## src/rtl/dmem_arbiter_ctrl.sv

```systemverilog
`default_nettype none
// ============================================================================
// Module   : dmem_arbiter_ctrl
// Purpose  : Round-robin arbiter sharing one single-port data RAM between the
//            MEM stage (port 0) and the loader/debug port (port 1). Sub-word
//            stores are read-modify-write; bad addresses are rejected.
// Revision : 1.0 - initial release
// ============================================================================
module dmem_arbiter_ctrl #(
    parameter int D_WIDTH = 32,
    parameter int A_WIDTH = 8,
    parameter int ADDR_W  = 32
) (
    input  logic               clock,
    input  logic               reset_n,
    input  logic               req0,
    input  logic               req1,
    input  logic               we0,
    input  logic               we1,
    input  logic [1:0]         size0,
    input  logic [1:0]         size1,
    input  logic [ADDR_W-1:0]  addr0,
    input  logic [ADDR_W-1:0]  addr1,
    input  logic [D_WIDTH-1:0] wdata0,
    input  logic [D_WIDTH-1:0] wdata1,
    output logic               ack0,
    output logic               ack1,
    output logic               err0,
    output logic               err1,
    output logic [D_WIDTH-1:0] rdata,
    output logic               busy,
    output logic [A_WIDTH-1:0] ram_addr,
    output logic [D_WIDTH-1:0] ram_data,
    output logic               ram_wren,
    input  logic [D_WIDTH-1:0] ram_q
);

    typedef enum logic [1:0] {
        S_IDLE   = 2'd0,
        S_ACCESS = 2'd1,
        S_RWAIT  = 2'd2,
        S_WRITE  = 2'd3
    } state_t;

    state_t r_state, w_state;

    // Transaction context latched at grant
    logic               r_last_grant, w_last_grant;
    logic               r_owner,      w_owner;
    logic               r_we,         w_we;
    logic [1:0]         r_size,       w_size;
    logic [1:0]         r_lane,       w_lane;
    logic [15:0]        r_wdata16,    w_wdata16;
    logic               r_err,        w_err;

    // Next values of the registered outputs
    logic               w_ack0, w_ack1, w_err0, w_err1, w_busy, w_ram_wren;
    logic [D_WIDTH-1:0] w_rdata, w_ram_data;
    logic [A_WIDTH-1:0] w_ram_addr;

    // Selected requester fields and helpers
    logic               w_sel;
    logic               w_sel_we;
    logic [1:0]         w_sel_size;
    logic [ADDR_W-1:0]  w_sel_addr;
    logic [D_WIDTH-1:0] w_sel_wdata;
    logic               w_sel_word;
    logic               w_sel_bad;
    logic [D_WIDTH-1:0] w_merged;
    logic               w_done;

    // Pick the requester: on a tie the port that was not granted last wins
    always_comb begin
        w_sel       = (req0 && req1) ? ~r_last_grant : req1;
        w_sel_we    = w_sel ? we1    : we0;
        w_sel_size  = w_sel ? size1  : size0;
        w_sel_addr  = w_sel ? addr1  : addr0;
        w_sel_wdata = w_sel ? wdata1 : wdata0;
        w_sel_word  = w_sel_size[1];
        w_sel_bad   = (|w_sel_addr[ADDR_W-1:A_WIDTH+2])
                    | ((w_sel_size == 2'd1) && w_sel_addr[0])
                    | (w_sel_word && (|w_sel_addr[1:0]));
    end

    // Splice store data into the word read back from RAM (little-endian lanes)
    always_comb begin
        w_merged = ram_q;
        if (r_size == 2'd0) begin
            case (r_lane)
                2'd0:    w_merged[7:0]   = r_wdata16[7:0];
                2'd1:    w_merged[15:8]  = r_wdata16[7:0];
                2'd2:    w_merged[23:16] = r_wdata16[7:0];
                default: w_merged[31:24] = r_wdata16[7:0];
            endcase
        end else if (r_lane[1]) begin
            w_merged[31:16] = r_wdata16;
        end else begin
            w_merged[15:0]  = r_wdata16;
        end
    end

    // Next-state and output decode
    always_comb begin
        w_state      = r_state;
        w_last_grant = r_last_grant;
        w_owner      = r_owner;
        w_we         = r_we;
        w_size       = r_size;
        w_lane       = r_lane;
        w_wdata16    = r_wdata16;
        w_err        = r_err;
        w_rdata      = rdata;
        w_ram_addr   = ram_addr;
        w_ram_data   = ram_data;
        w_ram_wren   = ram_wren;
        w_done       = 1'b0;

        case (r_state)
            S_IDLE: begin
                if (req0 || req1) begin
                    w_owner   = w_sel;
                    if (req0 && req1) begin
                        w_last_grant = w_sel;
                    end
                    w_we       = w_sel_we;
                    w_size     = w_sel_size;
                    w_lane     = w_sel_addr[1:0];
                    w_wdata16  = w_sel_wdata[15:0];
                    w_err      = w_sel_bad;
                    w_ram_addr = w_sel_addr[A_WIDTH+1:2];
                    // Full-word stores need no read, so write straight away
                    if (!w_sel_bad && w_sel_we && w_sel_word) begin
                        w_ram_data = w_sel_wdata;
                        w_ram_wren = 1'b1;
                    end
                    w_state = S_ACCESS;
                end
            end
            S_ACCESS: begin
                if (r_err || (r_we && r_size[1])) begin
                    w_done     = 1'b1;
                    w_ram_wren = 1'b0;
                    w_state    = S_IDLE;
                end else begin
                    w_state = S_RWAIT;
                end
            end
            S_RWAIT: begin
                if (!r_we) begin
                    w_rdata = ram_q;
                    w_done  = 1'b1;
                    w_state = S_IDLE;
                end else begin
                    w_ram_data = w_merged;
                    w_ram_wren = 1'b1;
                    w_state    = S_WRITE;
                end
            end
            default: begin
                w_done     = 1'b1;
                w_ram_wren = 1'b0;
                w_state    = S_IDLE;
            end
        endcase

        w_ack0 = w_done && !r_owner;
        w_ack1 = w_done &&  r_owner;
        w_err0 = w_ack0 && r_err;
        w_err1 = w_ack1 && r_err;
        w_busy = (w_state != S_IDLE);
    end

    // State and output registers
    always_ff @(posedge clock) begin
        if (!reset_n) begin
            r_state      <= S_IDLE;
            r_last_grant <= 1'b1;
            r_owner      <= 1'b0;
            r_we         <= 1'b0;
            r_size       <= 2'd0;
            r_lane       <= 2'd0;
            r_wdata16    <= '0;
            r_err        <= 1'b0;
            ack0         <= 1'b0;
            ack1         <= 1'b0;
            err0         <= 1'b0;
            err1         <= 1'b0;
            rdata        <= '0;
            busy         <= 1'b0;
            ram_addr     <= '0;
            ram_data     <= '0;
            ram_wren     <= 1'b0;
        end else begin
            r_state      <= w_state;
            r_last_grant <= w_last_grant;
            r_owner      <= w_owner;
            r_we         <= w_we;
            r_size       <= w_size;
            r_lane       <= w_lane;
            r_wdata16    <= w_wdata16;
            r_err        <= w_err;
            ack0         <= w_ack0;
            ack1         <= w_ack1;
            err0         <= w_err0;
            err1         <= w_err1;
            rdata        <= w_rdata;
            busy         <= w_busy;
            ram_addr     <= w_ram_addr;
            ram_data     <= w_ram_data;
            ram_wren     <= w_ram_wren;
        end
    end

endmodule
`default_nettype wire

```

## config.mk

```make
export PLATFORM = sky130hd
export DESIGN_NAME = dmem_arbiter_ctrl
export DESIGN_NICKNAME = d
export VERILOG_FILES = /design/src/rtl/dmem_arbiter_ctrl.sv
export SDC_FILE = /design/constraint.sdc
export NUM_CORES = 1
export LEC_CHECK = 0
export CORE_UTILIZATION = 44
export DETAILED_ROUTE_END_ITERATION = 7
export GPL_TIMING_DRIVEN = 0
export PLACE_DENSITY = 0.85
export SLEW_MARGIN = 20
export SYNTH_ARGS = -nofsm -noshare
export SYNTH_HDL_FRONTEND = slang
export SYNTH_SLANG_ARGS = --single-unit
```

## constraint.sdc

```tcl
create_clock -name clock -period 4.9 [get_ports clock]
set_input_delay 0.98 -clock clock [delete_from_list [all_inputs] [get_ports clock]]
set_output_delay 0.98 -clock clock [all_outputs]
set_load 0.01 [all_outputs]
```

# Word level (Yosys, flattened, before mapping)
# Cells that the tools add are included.
[totals]
ff_bits = 104
inputBits = 170
[classes]
n_eq_ne = 9
n_mux = 28
bitwise_logic = 4
n_reduce_logical = 27
[ops]
columns = ["operator", "count"]
rows = [
  ["$mux 32", 6],
  ["$pmux 32 s2", 1],
  ["$mux 16", 2],
  ["$mux 8", 4],
  ["$reduce_or 22->1", 1],
  ["$logic_and 1x1->1", 10],
  ["$mux 1", 8],
  ["$mux 2", 4],
  ["$ne 2x2->1 const B", 4],
  ["$reduce_and 4->1", 2],
  ["$eq 2x1->1 const B", 3],
  ["$logic_not 2->1", 3],
  ["$pmux 1 s3", 2],
  ["$pmux 2 s3", 1],
  ["$eq 2x2->1 const B", 2],
  ["$reduce_and 2->1", 2],
  ["$reduce_bool 2->1", 2],
  ["$reduce_and 3->1", 1],
  ["$reduce_or 3->1", 1],
  ["$logic_not 1->1", 2],
  ["$logic_or 1x1->1", 2],
  ["$not 1->1", 2],
  ["$or 1x1->1", 2],
  ["$reduce_or 2->1", 1],
]

# Longest topological paths before layout
[logic_depth]
depth_word = 13
depth_mapped = 8
ltp_nobuf = 6

# Worst setup path after synthesis
# No wires, ideal clock.
[synth_path]
kind = "input -> register"
startpoint = "in addr0[28]"
endpoint = "reg ram_data[13]"
arrival_time_ns = 2.461
t_required_ns = 4.762
setup_slack_ns = 2.301
cell_stages = 6
path_buffers = 1
path_cell_list = "or4_4 -> nor4_4 -> o211ai_4 -> buf_2 -> a21oi_1 -> nor3_2"
[synth_between]
elab_chain_cells = 9
[synth_rtl]
columns = ["element", "line_no", "rtl"]
rows = [
  ["start: declaration", "22", "input logic [ADDR_W-1:0] addr0,"],
  ["$mux 32", "77", "w_sel_addr = w_sel ? addr1 : addr0;"],
  ["$reduce_or 22->1", "80", "w_sel_bad = (|w_sel_addr[ADDR_W-1:A_WIDTH+2])"],
  ["$or 1x1->1", "81", "| ((w_sel_size == 2'd1) && w_sel_addr[0])"],
  ["$or 1x1->1", "82", "| (w_sel_word && (|w_sel_addr[1:0]));"],
  ["$logic_not 1->1", "132", "if (!w_sel_bad && w_sel_we && w_sel_word) begin"],
  ["$logic_and 1x1->1 (2 in a row)", "132", ""],
  ["$ne 2x2->1 (no line)", "-", ""],
  ["$reduce_and 4->1 (no line)", "-", ""],
  ["end signal: assignment", "209", "ram_data <= w_ram_data;"],
  ["end: declaration", "33", "output logic [D_WIDTH-1:0] ram_data,"],
]
# Every way passes these cells.
# A chain may end at the register's enable or synchronous reset.

# Worst setup path after layout
[layout_path]
startpoint = "in req1"
endpoint = "reg ram_data[15]"
[layout_between]
elab_chain_cells = 12
elab_cells_between_ends = 23
cone_classes = "3 x eq/ne; 8 x mux; 2 x bitwise; 10 x reduce/logical"
[layout_rtl]
columns = ["element", "line_no", "rtl"]
rows = [
  ["start: declaration", "17", "input logic req1,"],
  ["parallel branches: the longest is 12 deep, another holds $mux 32", "-", ""],
]
# Parallel ways; which one is timed is not known. The select of a mux whose other input is x is not followed.

==> key figures <==
Status
  – Outcome: finished clean

STA
  – Count of final setup violators: 0
  – Fin crit period: 3120 ps
  – Max Fclk: 320 MHz
  – Final period utilization: 63.7%
  – RSZ-0062 raised after global routing: no
  – Hold Fails Final Rpt: 0
  – Fin. max-slew vios: 0
  – Post-route setup TNS: 0 ps
  – Worst Skew: 8.29 ps
  – Least-Margin Pin Slew: 715 ps
  – Worst rel slew slack: 52.4%

Clocking
  – CTS tree: yes
  – Worst skew pair latency: 340 ps
  – Reg clk slew, reported paths: 70 ps
  – Buffer count from post-CTS setup fixing: 0
  – Root buf cell: clkbuf_16
  – Post-cts resize count: 0
  – H-tree Lvls: 3
  – Cts bufs inserted: 9
  – Clock tree buffer depth: 2
  – Cts hold-fix bufs: 0
  – CTS Sinks: 104

Power
  – Leak: 2.81 nW
  – Total power: 2.18 mW
  – VDD IR max: 0.000187 V
  – Power Dens Cells: 272 nW/um^2

Place
  – Placed Area: 7730 um^2
  – DP HPWL: 15800 um
  – IO buf count: 246
  – Placer congestion estimate: 0.925
  – Placed Cells: 1003

Synthesis
  – Cell Area, Synth: 5090 um^2
  – Yosys reg bits: 104
  – Synth Instances: 617
  – Avg Cell Area, Syn: 8.25 um^2
  – Distinct cell type count after synthesis: 43
  – Syn Nets: 787
  – Top-area cell type share of the netlist area: 40.9%
  – Synth area leaders: dfxtp_1 41%, mux2i_1 11%, nand2_1 7.7%
  – Number of flops mapped to enable cells by yosys: 0
  – Synth async-reset ratio: 0%
  – Yosys warns: 0
  – Most used DFF post-synth: dfxtp_1
  – Cell taking the most area after synthesis: dfxtp_1
  – Register area share after synthesis: 40.9%

Critical path
  – WP data arrival: 3320 ps
  – Cell count of the worst reg-to-reg path: 7
  – Worst EP required: 5100 ps
  – Crit path launch type: input pin
  – Critical Path End Type: flop
  – Crit path kind: input pin to flop
  – Crit-path max FO: 10

Die
  – Die area: 12000 um^2
  – Cell Rows: 38
  – Core ar.: 11100 um^2
  – Die width: 110 um
  – Initial Util: 46.0%
  – Die Y: 110 um
  – # IOs: 248

GRT
  – Global Route Usage Sum: 32.8%
  – Grt ovf: 0
  – Vias in the first global route: 5712
  – Global-route wire length before repair: 29600 um
  – Largest net degree at the start of global routing: 17
  – Initial antenna violation count: 1

Route
  – Via count: 5951
  – DR vias/cell: 5.83
  – Iteration-0 DRC Markers: 471
  – Drt drc: 0
  – Wire length per cell: 19.5 um
  – Post-detailed-route count of antenna-violating nets: 0
  – Detailed Route WL: 19900 um
  – DRT Pass-1 Iters: 5

Layout
  – Share of cells above drive strength 1: 5.81%
  – Synth-to-layout area growth: 57.6%
  – Final instance area: 8020 um^2
  – Non-Filler Instances: 1020
  – NumNets Final: 1044

Job
  – Maxcap violations: 0

Min path
  – Worst hold path depth: 2
  – Hold WC Path Type: flop to flop
flip-flops by register name (all words and copies together), names as in the netlist, 2 cells and up:
| register | cells |
|---|---|
| r_size | 2 |
| r_state | 2 |
| rdata | 32 |
| ram_addr | 8 |
| r_lane | 2 |
| ram_data | 32 |
| r_wdata16 | 16 |
kinds of logic (layout without fill, tap and decap cells):
family          count (synthesis)  after routing  synth area share [%]
flops                         104            104                  40.9
xor+xnor                        1              1                 0.172
buf+inv                        54            315                  4.84
mux                            54             54                  10.6
simple gates                  229            229                  20.8
compound gates                175            175                  22.7
other cells                     0              2                     0
synth_stat cells, types with 2 or more instances:
cell type  count
a211oi_1      38
a21oi_1       70
and2_1         2
and3_1         9
buf_1          3
buf_2          7
buf_4          3
clkbuf_1      34
dfxtp_1      104
inv_1          3
mux2i_1       54
nand2_1      105
nand3_1       25
nand4_1        2
nor2_1        51
nor3_1        10
nor3_2         8
nor4_1        10
o211ai_1       9
o21ai_0       18
o21ai_1        8
o221a_2        8
o221ai_1       8
o22a_1         8
o311a_1        2
worst max-delay path: stages:
cell and delay [ps]:
clkdlybuf4s50_1 530, a21boi_2 440, mux2i_1 310, o311a_1 350, o211ai_4 200, buf_2 250, a21oi_1 210, nor3_2 50
report_power, final:
group / switching (mW) / total (mW) / leakage (nW) / internal [mW]
combinational: 0.273 / 0.541 / 1.83 / 0.268
sequential: 0.0403 / 0.935 / 0.848 / 0.895
clock: 0.314 / 0.708 / 0.135 / 0.394
cell usage in the layout, fill, tap and decap left out, types with 2 or more instances in the layout:
master / n
nand2_1: 105
nand4_1: 2
clkdlybuf4s50_1: 246
a21oi_1: 70
o221a_2: 8
nor3_2: 8
nor2_1: 51
o211ai_1: 9
clkbuf_1: 35
dfxtp_1: 104
o311a_1: 2
and2_1: 2
a211oi_1: 38
buf_4: 3
diode_2: 2
nor4_1: 10
buf_2: 7
buf_1: 3
inv_1: 3
and3_1: 9
o221ai_1: 8
clkbuf_16: 9
clkinvlp_4: 2
o21ai_0: 18
o21ai_1: 8
mux2i_1: 54
o22a_1: 8
nand3_1: 25
nor3_1: 10
final timing paths:
check                from           end  slack (ps)
max                  req1  ram_data[15]        1780
min             rdata[16]     rdata[16]         460
max reg2reg  r_last_grant  ram_data[15]        2650
min reg2reg     rdata[16]     rdata[16]         460
routing by layer:
| metal | vias up | routed length (um) | part of all wire [%] | track usage, % |
|---|---|---|---|---|
| li1 | 2751 | - | - | - |
| met1 | 2820 | 7920 | 40 | 39.9 |
| met2 | 341 | 9660 | 48 | 57.0 |
| met3 | 39 | 1800 | 9.0 | 6.40 |
| met4 | 0 | 553 | 2.8 | 12.3 |
| met5 | - | 0 | 0 | 0 |
cell type report:
cell class / count / area, um^2
diodes: 2 / 5.00
plain buffers: 49 / 228
clock buffers: 10 / 229
clock inverters: 5 / 58.8
fillers: 851 / 3060
inverters: 5 / 18.8
multi-input cells: 459 / 2760
flip-flops and latches: 104 / 2080
well taps: 140 / 175
repair buffers: 246 / 2460
per-stage QoR:
step                      setup WS, ps  hold WS [ps]  util [%]
after floorplan                   2300           409         -
after global placement            1540           443      69.8
after detailed placement          1470           448      69.8
after CTS                         1830           457      72.4
after global routing              1720           472      72.4
final                             1780           461      72.4
(Power assumes the default switching activity.)
==> RTL change 1: new RTL, config.mk and constraints unchanged <==
The parameter `D_WIDTH` goes from 32 to 64.
--- a/src/rtl/dmem_arbiter_ctrl.sv
+++ b/src/rtl/dmem_arbiter_ctrl.sv
@@ -9,3 +9,3 @@
 module dmem_arbiter_ctrl #(
-    parameter int D_WIDTH = 32,
+    parameter int D_WIDTH = 64,
     parameter int A_WIDTH = 8,
Interface: changed (5 resized); port bits go from 248 to 408. No check against the original RTL was run, so the function may have changed too.
==> RTL change 1 against the original RTL <==
Setup slack got worse by 0.013 ns; total power rose by 71%; combinational power rose by 49%; sequential power rose by 58%; highest routed layer is now met5; synthesized area rose by 58%; wire length rose by 81%; sequential share of layout area fell by 0.097 points; sequential cell count rose by 64; final area rose by 62%.
==> RTL change 1: results (changes against the original RTL) <==
| Metric | Value |
|---|---|
| Top layer in use | met5 |
| Post-CTS Repair Setup Buffers | 0 (unchanged) |
| Synthesis warning total | 0 (unchanged) |
| Reg2Reg Setup Slack | 2.47 ns (-0.18 ns) |
| Wire per inst | 21.11 um (+8.0%) |
| Most instantiated library cell after synthesis | nand2_1 |
| Clk slew on worst S/H paths | 0.06 ns |
| Routing usage on met1 | 0.4183 (+0.01938) |
| Largest net degree at the start of global routing | 17 (unchanged) |
| Register area share after synthesis | 0.4190 (+0.01007) |
| Input/output buffers | 407 (+65%) |
| CP max-delay cell | clkdlybuf4s50_1 |
| Worst r2r path cells | 7 (unchanged) |
| Worst setup endpoint | ram_data[29]$_SDFFE_PN0P_ |
| First-pass GRT wire length | 53160 um (+80%) |
| NetSw | 1027 uW (+64%) |
| Initial antenna violation count | 1 (unchanged) |
| Gates resized, CTS repair | 0 (unchanged) |
| Fin nets | 1734 (+66%) |
| M1 WL | 13340 um (+69%) |
| Worst Setup SP | req0 |
| Crit path max fanout | 10 (unchanged) |
| Ys flop type | dfxtp_1 |
| ANT cells | 0 (-2) |
| Worst flop-to-flop path startpoint | r_state[1]$_SDFF_PN0_ |
| Reg2reg end | ram_data[12]$_SDFFE_PN0P_ |
| Mapped Nets | 1308 (+66%) |
| First-pass DRT Iterations | 5 (unchanged) |
| Top flop regs | ram_data x64, rdata x64, r_wdata16 x16 |
| Layout cell share with drive strength beyond 1 | 0.05544 (-0.002644) |
| CTS Buf Count | 17 (+8) |
| Max_slew headroom | 0.2225 (-0.3010) |
| Most frequent cells after synthesis | 275 x nand2_1, 168 x dfxtp_1, 142 x a21oi_1 |
| Arrival @ worst endpoint | 3.50 ns (+0.18 ns) |
| GP Congestion | 0.9012 (-2.6%) |
| GRT Total Usage | 0.3787 (+0.05123) |
| CP max stage delay | approximately 0.54 ns |
| Min-delay src | rdata[9]$_SDFFE_PN0P_ |
| Final Skew | 0.007863 ns (-0.0004224 ns) |
| Vias in the first global route | 9698 (+70%) |
| VDD IR max | 0.2257 mV (+21%) |
| CTS Root Cell | clkbuf_16 |
| GR Layer Usage met2 | 0.6524 (+0.08273) |
| M3 GR Usage | 0.1011 (+0.03709) |
| Hold path cells | 2 (unchanged) |
| Met3 wire length | 3398 um (+89%) |
| Top cells by area, synth | dfxtp_1 42%, nand2_1 13%, a21oi_1 8.9% |
| Clock Latency Late Sink | 0.43 ns (+0.09 ns) |
| Hpwl dp | 27890 um (+76%) |
| Hold Path Class | flip-flop to flip-flop |
| H-tree depth | 4 (+1) |
| Status | finished clean |
| Leak Pwr | 0.004740 uW (+69%) |
| Vias per cell | 5.867 (+0.56%) |
| Wire length on met2 | 17440 um (+80%) |
| DR iter-0 viols | 740 (+57%) |
[RTL change 1: worst min-delay path by stage]
stage / end / slack [ns]
3_3_place_gp: rdata[16]$_SDFFE_PN0P_ / 0.44
3_5_place_dp: rdata[55]$_SDFFE_PN0P_ / 0.45
6_report: rdata[9]$_SDFFE_PN0P_ / 0.45
5_1_grt: rdata[59]$_SDFFE_PN0P_ / 0.47
2_1_floorplan: ack0$_SDFF_PN0_ / 0.43
4_1_cts: rdata[55]$_SDFFE_PN0P_ / 0.46
[RTL change 1: through the flow]
stage	cell area [um^2]	setup WS (ns)	instances
after detailed placement	12390	1.387	1678
after CTS	13010	1.823	1708
after global placement	12390	1.391	1678
after floorplan	8026	2.403	1042
after global routing	13010	1.614	1708
final	13010	1.764	1708
[RTL change 1: critical path, delay by kind of cell]
kind            cells  cell delay, ns
simple gates        1            0.12
buf+inv             4            1.68
compound gates      4            0.71
[RTL change 1: cell type report]
type	count	area, um^2
timing repair buffer	407	4074
multi-input combinational	773	4243
buffer	96	401.6
clock inverter	8	145.1
fill	1481	4896
sequential	168	3363
clock buffer	22	474.2
tap	229	286.5
inverter	5	18.77
[RTL change 1: cells by family after synthesis]
| group | after synthesis | synth area share |
|---|---|---|
| AOI/OAI and AO/OA | 290 | 0.2489 |
| xor gates and xnor gates | 1 | 0.001091 |
| buffers and inverters | 101 | 0.05238 |
| DFF | 168 | 0.4190 |
| muxes | 24 | 0.02993 |
| and+or+nand+nor | 458 | 0.2486 |
[RTL change 1: power by group through the flow]
stage          sequential (uW)  clock, uW  combinational (uW)
2_1_floorplan             1500          0                 343
3_3_place_gp              1500          0                 776
3_5_place_dp              1500          0                 788
4_1_cts                   1470       1430                 795
5_1_grt                   1480       1490                 863
6_report                  1480       1440                 808
==> RTL change 2: new RTL, same settings <==
Without the edit above. The output `err0` loses its register stage (`err0` becomes a continuous assignment).
--- a/src/rtl/dmem_arbiter_ctrl.sv
+++ b/src/rtl/dmem_arbiter_ctrl.sv
@@ -185,3 +185,2 @@
             ack1         <= 1'b0;
-            err0         <= 1'b0;
             err1         <= 1'b0;
@@ -203,3 +202,2 @@
             ack1         <= w_ack1;
-            err0         <= w_err0;
             err1         <= w_err1;
@@ -213,2 +211,4 @@
 
+    assign err0 = w_err0;
+
 endmodule
Check against the original RTL: not equivalent (Yosys sat finds a counterexample within 4 cycles, from zero or initial values and one cycle with reset_n low).
==> RTL change 2 against the original RTL <==
Sequential share of layout area fell by 0.37 points; critical path depth did not move; total power is 3.5% higher; register-to-register slack improved by 0.03 ns; wire length shrank 4.0%; first-iteration DRC count fell by 14%; setup slack improved by 0.0013 ns; final area rose by 0.47%; sequential cell count is 1 lower; cell count is essentially flat; synthesized area is 0.20% lower; largest power group unchanged.
==> RTL change 2: results (changes against the original RTL) <==
| Metric | Value |
|---|---|
| First-pass GRT wire length | 29040 um (-1.7%) |
| Worst r2r path cells | 7 (unchanged) |
| ANT cells | 0 (-2) |
| Reg2reg end | ram_data[19]$_SDFFE_PN0P_ |
| Layout cell share with drive strength beyond 1 | 0.06016 (+0.002072) |
| Initial antenna violation count | 0 (-1) |
| Hold path cells | 2 (unchanged) |
| Leak Pwr | 0.002845 uW (+1.2%) |
| GRT Total Usage | 0.3183 (-0.009186) |
| Status | finished clean |
| P_seq | 928 uW (-0.7%) |
| Input/output buffers | 247 (+0.41%) |
| GP Congestion | 0.8950 (-3.3%) |
| Most frequent cells after synthesis | 107 x nand2_1, 103 x dfxtp_1, 70 x a21oi_1 |
| Mapped Nets | 788 (+0.13%) |
| Post-Route WL | 19150 um (-4.0%) |
| Clk pwr | 797 uW (+13%) |
| VDD IR max | 0.1585 mV (-15%) |
| Min-delay src | rdata[25]$_SDFFE_PN0P_ |
| Synth cell types | 44 (+2.3%) |
| Hold slack | 0.4563 ns (-0.005105 ns) |
| Part of the power in the clock network | 0.352 (+0.028) |
| Hold EP | rdata[25]$_SDFFE_PN0P_ |
| Fin. max-slew vios | 0 (unchanged) |
| Max_slew headroom | 0.4980 (-0.02546) |
| Placed Area | 7729 um^2 (unchanged) |
| Synth Instances | 618 (+0.16%) |
| Vias per cell | 5.770 (-1.1%) |
| Hold Path Class | flip-flop to flip-flop |
| Wire per inst | 18.75 um (-4.1%) |
| CTS Buf Count | 9 (unchanged) |
| First-pass DRT Iterations | 5 (unchanged) |
| Top flop regs | ram_data x32, rdata x32, r_wdata16 x16 |
| Hpwl dp | 15150 um (-4.2%) |
| Synthesis warning total | 0 (unchanged) |
| Gates resized, CTS repair | 0 (unchanged) |
| Final Skew | 0.01003 ns (+0.001748 ns) |
| Dpl cells | 1005 (+0.20%) |
| Pre-CTS WS | 1.471 ns (-0.0008800 ns) |
| Reg2Reg Setup Slack | 2.68 ns (+0.03 ns) |
| NetSw | 639.7 uW (+1.9%) |
| Largest net degree at the start of global routing | 18 (+1) |
| Top cells by area, synth | dfxtp_1 41%, mux2i_1 11%, nand2_1 7.9% |
| Register area share after synthesis | 0.4058 (-0.003134) |
| Arrival @ worst endpoint | 3.33 ns (about the same) |
| Post-synth ARST share | 0 (unchanged) |
| Vias in the first global route | 5812 (+1.8%) |
| DR iter-0 viols | 403 (-14%) |
| CTS max path bufs | 2 (unchanged) |
==> RTL change 2: critical path, cell delays in order <==
cell and delay, ns:
clkdlybuf4s50_1 0.56, a21boi_2 0.43, buf_4 0.30, buf_2 0.38
mux2i_1 0.31, a21oi_1 0.11, o21ai_1 0.14, a21oi_1 0.11
==> RTL change 2: per-layer routing <==
metal,track usage,vias up,wire (um)
li1,-,2754,-
met2,0.5562,332,9350
met3,0.04683,55,1533
met5,0,-,0
met4,0.1343,0,566
met1,0.3893,2750,7695
==> RTL change 2: area by class of cell <==
class	count	area (um^2)
buffer	49	227.7
clock buffer	10	239.0
clock inverter	6	91.34
fill	867	2972
inverter	4	15.01
multi-input combinational	462	2776
sequential	103	2062
tap	140	175.2
timing repair buffer	247	2472
==> RTL change 2: cell families (layout without fill, tap and decap cells) <==
| logic type | Yosys count | after routing | share of synthesized area |
|---|---|---|---|
| compound gates | 174 | 174 | 0.2265 |
| mux | 54 | 54 | 0.1064 |
| xor+xnor | 1 | 1 | 0.001724 |
| flops | 103 | 103 | 0.4058 |
| simple gates | 233 | 233 | 0.2118 |
| buf+inv | 53 | 316 | 0.04777 |
==> RTL change 2: worst max path at each step <==
stage                          from                        end  slack, ns  cells after the start
after detailed placement       req1  ram_data[19]$_SDFFE_PN0P_       1.47                      8
final                          req1  ram_data[19]$_SDFFE_PN0P_       1.78                      8
after floorplan           addr0[28]  ram_data[13]$_SDFFE_PN0P_       2.30                      6
after CTS                      req1  ram_data[19]$_SDFFE_PN0P_       1.84                      8
after global placement         req1  ram_data[24]$_SDFFE_PN0P_       1.52                      8
after global routing           req1  ram_data[19]$_SDFFE_PN0P_       1.69                      8
